`src/rtl/duty_ramp.sv`:
```
// Duty-cycle ramp generator: walks the PWM compare word one LSB per STEP_DIV
// PWM periods toward an accepted target. Define DUTY_RAMP_RETARGET_EN to allow retargeting mid-ramp.
module duty_ramp #(
  parameter int CTR_LEN  = 6,
  parameter int STEP_DIV = 16
) (
  input  logic               clk,
  input  logic               reset,
  input  logic               period_start,
  input  logic [CTR_LEN-1:0] target,
  input  logic               target_valid,
  output logic               target_ready,
  output logic [CTR_LEN-1:0] compare,
  output logic               busy,
  output logic               done
);

  localparam int DIV_W = 8;
  localparam logic [DIV_W-1:0] DIV_LAST = DIV_W'(STEP_DIV - 1);

  typedef enum logic {IDLE, RAMP} state_t;

  state_t             state_q, state_d;
  logic [CTR_LEN-1:0] tgt_q, tgt_d, cmp_d, eff_tgt;
  logic [DIV_W-1:0]   div_q, div_d;
  logic               done_q, done_d;
  logic               accept;

`ifdef DUTY_RAMP_RETARGET_EN
  assign target_ready = !reset;
  assign eff_tgt      = accept ? target : tgt_q;
`else
  assign target_ready = !reset && (state_q == IDLE);
  assign eff_tgt      = tgt_q;
`endif

  assign accept  = target_valid && target_ready;
  assign busy    = (state_q == RAMP);
  assign done    = done_q;

  always_ff @(posedge clk) begin
    if (reset) begin
      state_q <= IDLE;
      tgt_q   <= '0;
      div_q   <= '0;
      compare <= '0;
      done_q  <= 1'b0;
    end else begin
      state_q <= state_d;
      tgt_q   <= tgt_d;
      div_q   <= div_d;
      compare <= cmp_d;
      done_q  <= done_d;
    end
  end

  always_comb begin
    state_d = state_q;
    tgt_d   = tgt_q;
    div_d   = div_q;
    cmp_d   = compare;
    done_d  = 1'b0;
    case (state_q)
      IDLE: begin
        if (accept) begin
          tgt_d = target;
          if (target == compare) begin
            done_d = 1'b1;
          end else begin
            state_d = RAMP;
            div_d   = '0;
          end
        end
      end
      RAMP: begin
        if (accept) tgt_d = target;
        // tgt_q never equals compare while ramping, so this only fires on a retarget
        if (eff_tgt == compare) begin
          state_d = IDLE;
          done_d  = 1'b1;
        end else if (period_start) begin
          if (div_q == DIV_LAST) begin
            div_d = '0;
            cmp_d = (eff_tgt > compare) ? compare + 1'b1 : compare - 1'b1;
            if (cmp_d == eff_tgt) begin
              state_d = IDLE;
              done_d  = 1'b1;
            end
          end else begin
            div_d = div_q + 1'b1;
          end
        end
      end
      default: state_d = IDLE;
    endcase
  end

endmodule

```
`config.mk`:
```
export PLATFORM = sky130hd
export DESIGN_NAME = duty_ramp
export DESIGN_NICKNAME = d
export VERILOG_FILES = /design/src/rtl/duty_ramp.sv
export SDC_FILE = /design/constraint.sdc
export NUM_CORES = 1
export LEC_CHECK = 0
export ABC_AREA = 1
export BUFFER_PORTS_ARGS = -buffer_cell sky130_fd_sc_hd__buf_4
export CAP_MARGIN = 20
export CORE_MARGIN = 8
export CORE_UTILIZATION = 50
export DETAILED_ROUTE_END_ITERATION = 6
export HOLD_SLACK_MARGIN = 0.15
export PLACE_DENSITY = 0.81
export SYNTH_ARGS = -nofsm -noshare
export SYNTH_HDL_FRONTEND = slang
export SYNTH_SLANG_ARGS = --single-unit
```
`constraint.sdc`:
```
create_clock -name clk -period 3.17 [get_ports clk]
set_clock_uncertainty 0.1 [all_clocks]
set_input_delay 0.634 -clock clk [delete_from_list [all_inputs] [get_ports clk]]
set_output_delay 0.634 -clock clk [all_outputs]
set_load 0.01 [all_outputs]
```
; Word level (Yosys, flattened, before mapping)
; Cells that the tools add are included.
[totals]
elab_cells = 46
ff_bits = 22
out_inout_bits = 9
[op_classes]
muxes = 22
n_addsub = 3
n_bitwise = 2
reduce_logical = 5
n_eq_ne = 8
order_cmp = 1
[op_table]
columns = operator, count
row1 = 8-bit two-way mux, 5
row2 = 6-bit equality test, 3
row3 = 8-bit case mux with 2 select lines, 1
row4 = 1-bit two-way mux, 12
row5 = 6-bit two-way mux, 2
row6 = 8-bit by 1-bit adder with 8-bit output (second input constant), 1
row7 = 8-bit by 4-bit equality test with 1-bit output (second input constant), 1
row8 = 2-bit != test (second input constant), 4
row9 = 4-bit AND reduction, 2
row10 = 6-bit by 1-bit adder with 6-bit output (second input constant), 1
row11 = 6-bit greater-than comparator, 1
row12 = 6-bit by 1-bit subtractor with 6-bit output (second input constant), 1
row13 = 1-bit case mux with 2 select lines, 2
row14 = 1-bit logical AND, 2
row15 = 1-bit NOT, 2
row16 = 1-bit zero test, 1

; Longest topological paths before layout
[depth]
ltp_word = 8
mapped_depth = 21
depth_no_buf = 21

; Worst setup path after synthesis
; Ideal clock, no wire load.
[synth_path]
path_type = register to register
start = register compare[1]
end = register done_q, in the netlist done
arrival_time_ns = 2.563
path_buffers = 0
slack_ns = 0.440
path_stages_with_launch = 21
setup_time_ns = 0.068
synth_period_minus_slack_ns = 2.730
path_cell_list = dfxtp_1 inv_1 ha_1 nand2_1 nand2_1 nand2_1 nand3_2 nand2_2 inv_1 fa_1 nand2_1 nand3b_1 nor2_1 nand2_1 nor2_1 nand3_1 nor2_1 nand3_1 nand2_1 nand2_1 a21oi_2
[synth_between]
elab_chain_cells = 8
word_cells_on_any_way = 14
[synth_lines]
columns = element, line_no
row1 = "start, declared", 13  ; output logic [CTR_LEN-1:0] compare,
row2 = "start signal, assigned", 52  ; compare <= cmp_d;
row3 = "6-bit by 1-bit subtractor with 6-bit output, or another cell as far along", 84  ; cmp_d = (eff_tgt > compare) ? compare + 1'b1 : compare - 1'b1;
row4 = 6-bit two-way mux, 84
row5 = 6-bit equality test, 85  ; if (cmp_d == eff_tgt) begin
row6 = 1-bit two-way mux, 85
row7 = 1-bit two-way mux, 82  ; if (div_q == DIV_LAST) begin
row8 = 1-bit two-way mux, 81  ; end else if (period_start) begin
row9 = 1-bit two-way mux, 78  ; if (eff_tgt == compare) begin
row10 = 1-bit case mux with 2 select lines *, 63  ; case (state_q)
row11 = "end signal, assigned", 53  ; done_q <= done_d;
row12 = "end, declared", 26  ; logic done_q, done_d;
; Every way passes the cells marked *; elsewhere a longest branch is shown, timed or not.
; A chain may end at the register's enable or synchronous reset.

; Final worst setup path
[layout_path]
start = register compare[5]
end = register state_q, in the netlist busy
[layout_between]
elab_chain_cells = 8
word_cells_on_any_way = 14
[layout_lines]
columns = element, line_no
row1 = "6-bit by 1-bit subtractor with 6-bit output, or another cell as far along", 84
row2 = 6-bit two-way mux, 84
row3 = 6-bit equality test, 85
row4 = 1-bit two-way mux, 85
row5 = 1-bit two-way mux, 82
row6 = 1-bit two-way mux, 81
row7 = 1-bit two-way mux, 78
row8 = 1-bit case mux with 2 select lines *, 63
row9 = "end signal, assigned", 49  ; state_q <= state_d;
row10 = "end, declared", 23  ; state_t state_q, state_d;
; Marked as above.

==> results.md <==
* Status: finished clean
* Worst Setup Start Kind: flip-flop
* # IOs at 19
* Sink Count at 22
* Synth area leader: dfxtp_1
* First-pass GRT wire length at around 6300 um
* Die Ht at between 70 and 80 um
* Slew HR at roughly 74%
* Synthesized area at 1530 um2
* Worst VDD drop at around 0.25 mV
* R2R Path Start: compare[5]
* Htree depth at 1
* Via count at around 1400
* Kind of end point of the critical path: flip-flop
* Final setup fails at 0
* Routed WL per cell at 13.2 um
* Effective utilization at floorplan at between 50% and 60%
* Top-count cell post-synth: nand2_1
* Setup tns final at 0 ps
* Syn_nets at about 240
* CTS tree: built
* Worst-path clk slew at between 100 and 150 ps
* Total inserted antenna cells at 0
* WP data required at 3310 ps
* Row count at 20
* Unique masters post-synth at 30
* Yosys top cell area share at a little under 30%
* Worst Hold Class: flip-flop to flip-flop
* Post-synth top cells: nand2_1 (41), inv_1 (27), dfxtp_1 (22), a21oi_1 (18), nor2_1 (17)
* Clock Tree Root: clkbuf_4
* Iteration-0 DRC Markers at 66
* LEAKAGE at 0.000801 uW
* Maximum number of pins on one net before global-route repair at 15
* Fin nets at between 200 and 300
* FF-to-FF setup slack at around 250 ps
* Ys flop type: dfxtp_1
* Area of placed instances at around 1700 um2
* Post-layout power at about 670 uW
* Setup CP Type: flip-flop to flip-flop
* Slew @ Worst Pin at about 380 ps
* Achievable frequency at between 300 and 400 MHz
* GP Congestion at 0.931
* DR vias/cell at between 5 and 6
* GRT Overall Usage at between 10% and 20%
* Final wirelength at about 3600 um
* Critical Path AT at ~3100 ps
* Post-synth ARST share at 0%
* Synth area leaders: dfxtp_1 (29%), nand2_1 (10%), ha_1 (9.8%)
* Overflow left after global routing at 0
* Final worst setup slack at 255 ps
* Sequential fraction of the synthesis area at between 20% and 30%
* Initial antenna violation count at 0
* Share of layout cells above drive strength 1 at 20.6%
* Drt pass-1 iters at 4
* Critical path destination: busy
* Clk Latency, worst-skew pair at approximately 310 ps
* Final max-slew violation count at 0
* Post-route design area at about 1800 um2
* Core area at just under 3000 um2
* Vias in the first global route at between 1000 and 1500
* FF-to-FF End: busy
* Synthesis Warnings at 0
* Post-place setup slack at around 220 ps
* DIE AREA at 5080 um2
* Post-detailed-route count of antenna-violating nets at 0
* # DRC at 0
* Util after Layout at between 50% and 60%
* Area Growth Syn to Fin at 16.5%
* Clock Path Buffers at 2
* Cell depth of the worst flop-to-flop path at 19
* EDFF count, synth at 0
* Pwr Density at approximately 370 nW/um2
* Setup crit start: compare[5]
* Hpwl dp at 2690 um
* CTS Buf Count at 3
* Synth Instances at ~220
* # fillers at between 200 and 300
* Final Cycle Share at 92.0%
* Min cycle time layout at ~3000 ps
* Number of synthesized register bits at 22
* Hold Fails Final Rpt at 0
* Max cap viols at 0
* Avg Cell Area, Syn at 7.10 um2
* Chip Width at between 70 and 80 um
* Critical Path Fanout Max at 7
* IO buf count at 18
[kinds of logic (layout without fill, tap and decap cells)]
| kind of cell | Yosys count | in the layout | share of synthesized area (%) |
|---|---|---|---|
| simple gates | 98 | 98 | 31.9 |
| buf+inv | 34 | 57 | 8.61 |
| xor+xnor | 8 | 8 | 4.59 |
| flops | 22 | 22 | 28.9 |
| fa+ha+maj | 13 | 13 | 11.1 |
| compound gates | 40 | 40 | 14.9 |
[stage by stage]
step	cells	hold slack [ps]
after floorplan	215	349
after global placement	264	370
after detailed placement	264	379
after CTS	268	397
after global routing	271	417
final	271	397
[timing repair]
action	CTS	global route
setup buffers	0	3
endpoints found under the setup margin	0	2
gates resized for setup	0	9
hold buffers	0	0
[state kept, by name (all words and copies together), names as in the netlist]
name / count
div_q: 8
compare: 6
eff_tgt: 6
busy: 1
done: 1
[final cells by class]
type | count | area [um2] | share of cell area, %
Clock buffer | 4 | 36.3 | 2.04
Inverter | 30 | 113 | 6.33
Multi-Input combinational cell | 159 | 960 | 54.0
Sequential cell | 22 | 455 | 25.6
Tap cell | 33 | 41.3 | 2.32
Timing Repair Buffer | 23 | 173 | 9.71
[cells in the final DEF, fill, tap and decap left out, types with 4 or more instances in the layout]
master,n
a21oi_1,18
o31ai_1,5
nand3_1,16
buf_4,23
nand2_1,41
nor2_1,17
ha_1,12
o21ai_0,10
inv_1,27
dfxtp_4,4
nor3_1,5
dfxtp_1,18
nand2_2,5
xor2_1,7
[critical path, stage by stage, from the launching register on]
cell and delay (ps):
dfxtp_4 400, inv_2 50, ha_1 300, nand2_2 80
nor2_4 150, nand2_1 80, nand3_2 90, nand2_4 90
buf_4 140, ha_1 280, nand2_1 70, nor2_1 120
nand2_1 80, o211ai_1 170, inv_1 110, nand3_1 130
nand3_1 90, nand3_1 90, nand3_1 80, a21oi_1 140
[layer usage]
metal / global-route usage (%) / up-vias / part of all wire (%)
met5: 0 / - / 0
met4: 4.62 / 0 / 0.70
met3: 2.37 / 2 / 3.3
met2: 24.6 / 29 / 46
met1: 19.0 / 654 / 50
li1: - / 761 / -
[report_power, final]
| part | total, uW | internal (uW) | leakage (uW) | switching [uW] |
|---|---|---|---|---|
| sequential | 291 | 282 | 0.000182 | 8.87 |
| combinational | 214 | 89.2 | 0.000598 | 125 |
| clock | 161 | 70.0 | 0.0000210 | 91.1 |
| total | 666 | 441 | 0.000801 | 225 |
[worst min-delay path by stage]
stage	start	endpoint	slack [ps]	cells past startpoint
floorplan	eff_tgt[0]	eff_tgt[0]	350	2
global placement	div_q[6]	div_q[6]	370	2
detailed placement	div_q[1]	div_q[1]	380	2
CTS	div_q[1]	div_q[1]	400	2
global route	div_q[6]	div_q[6]	420	2
finish	div_q[1]	div_q[1]	400	2
(Power assumes the default switching activity.)
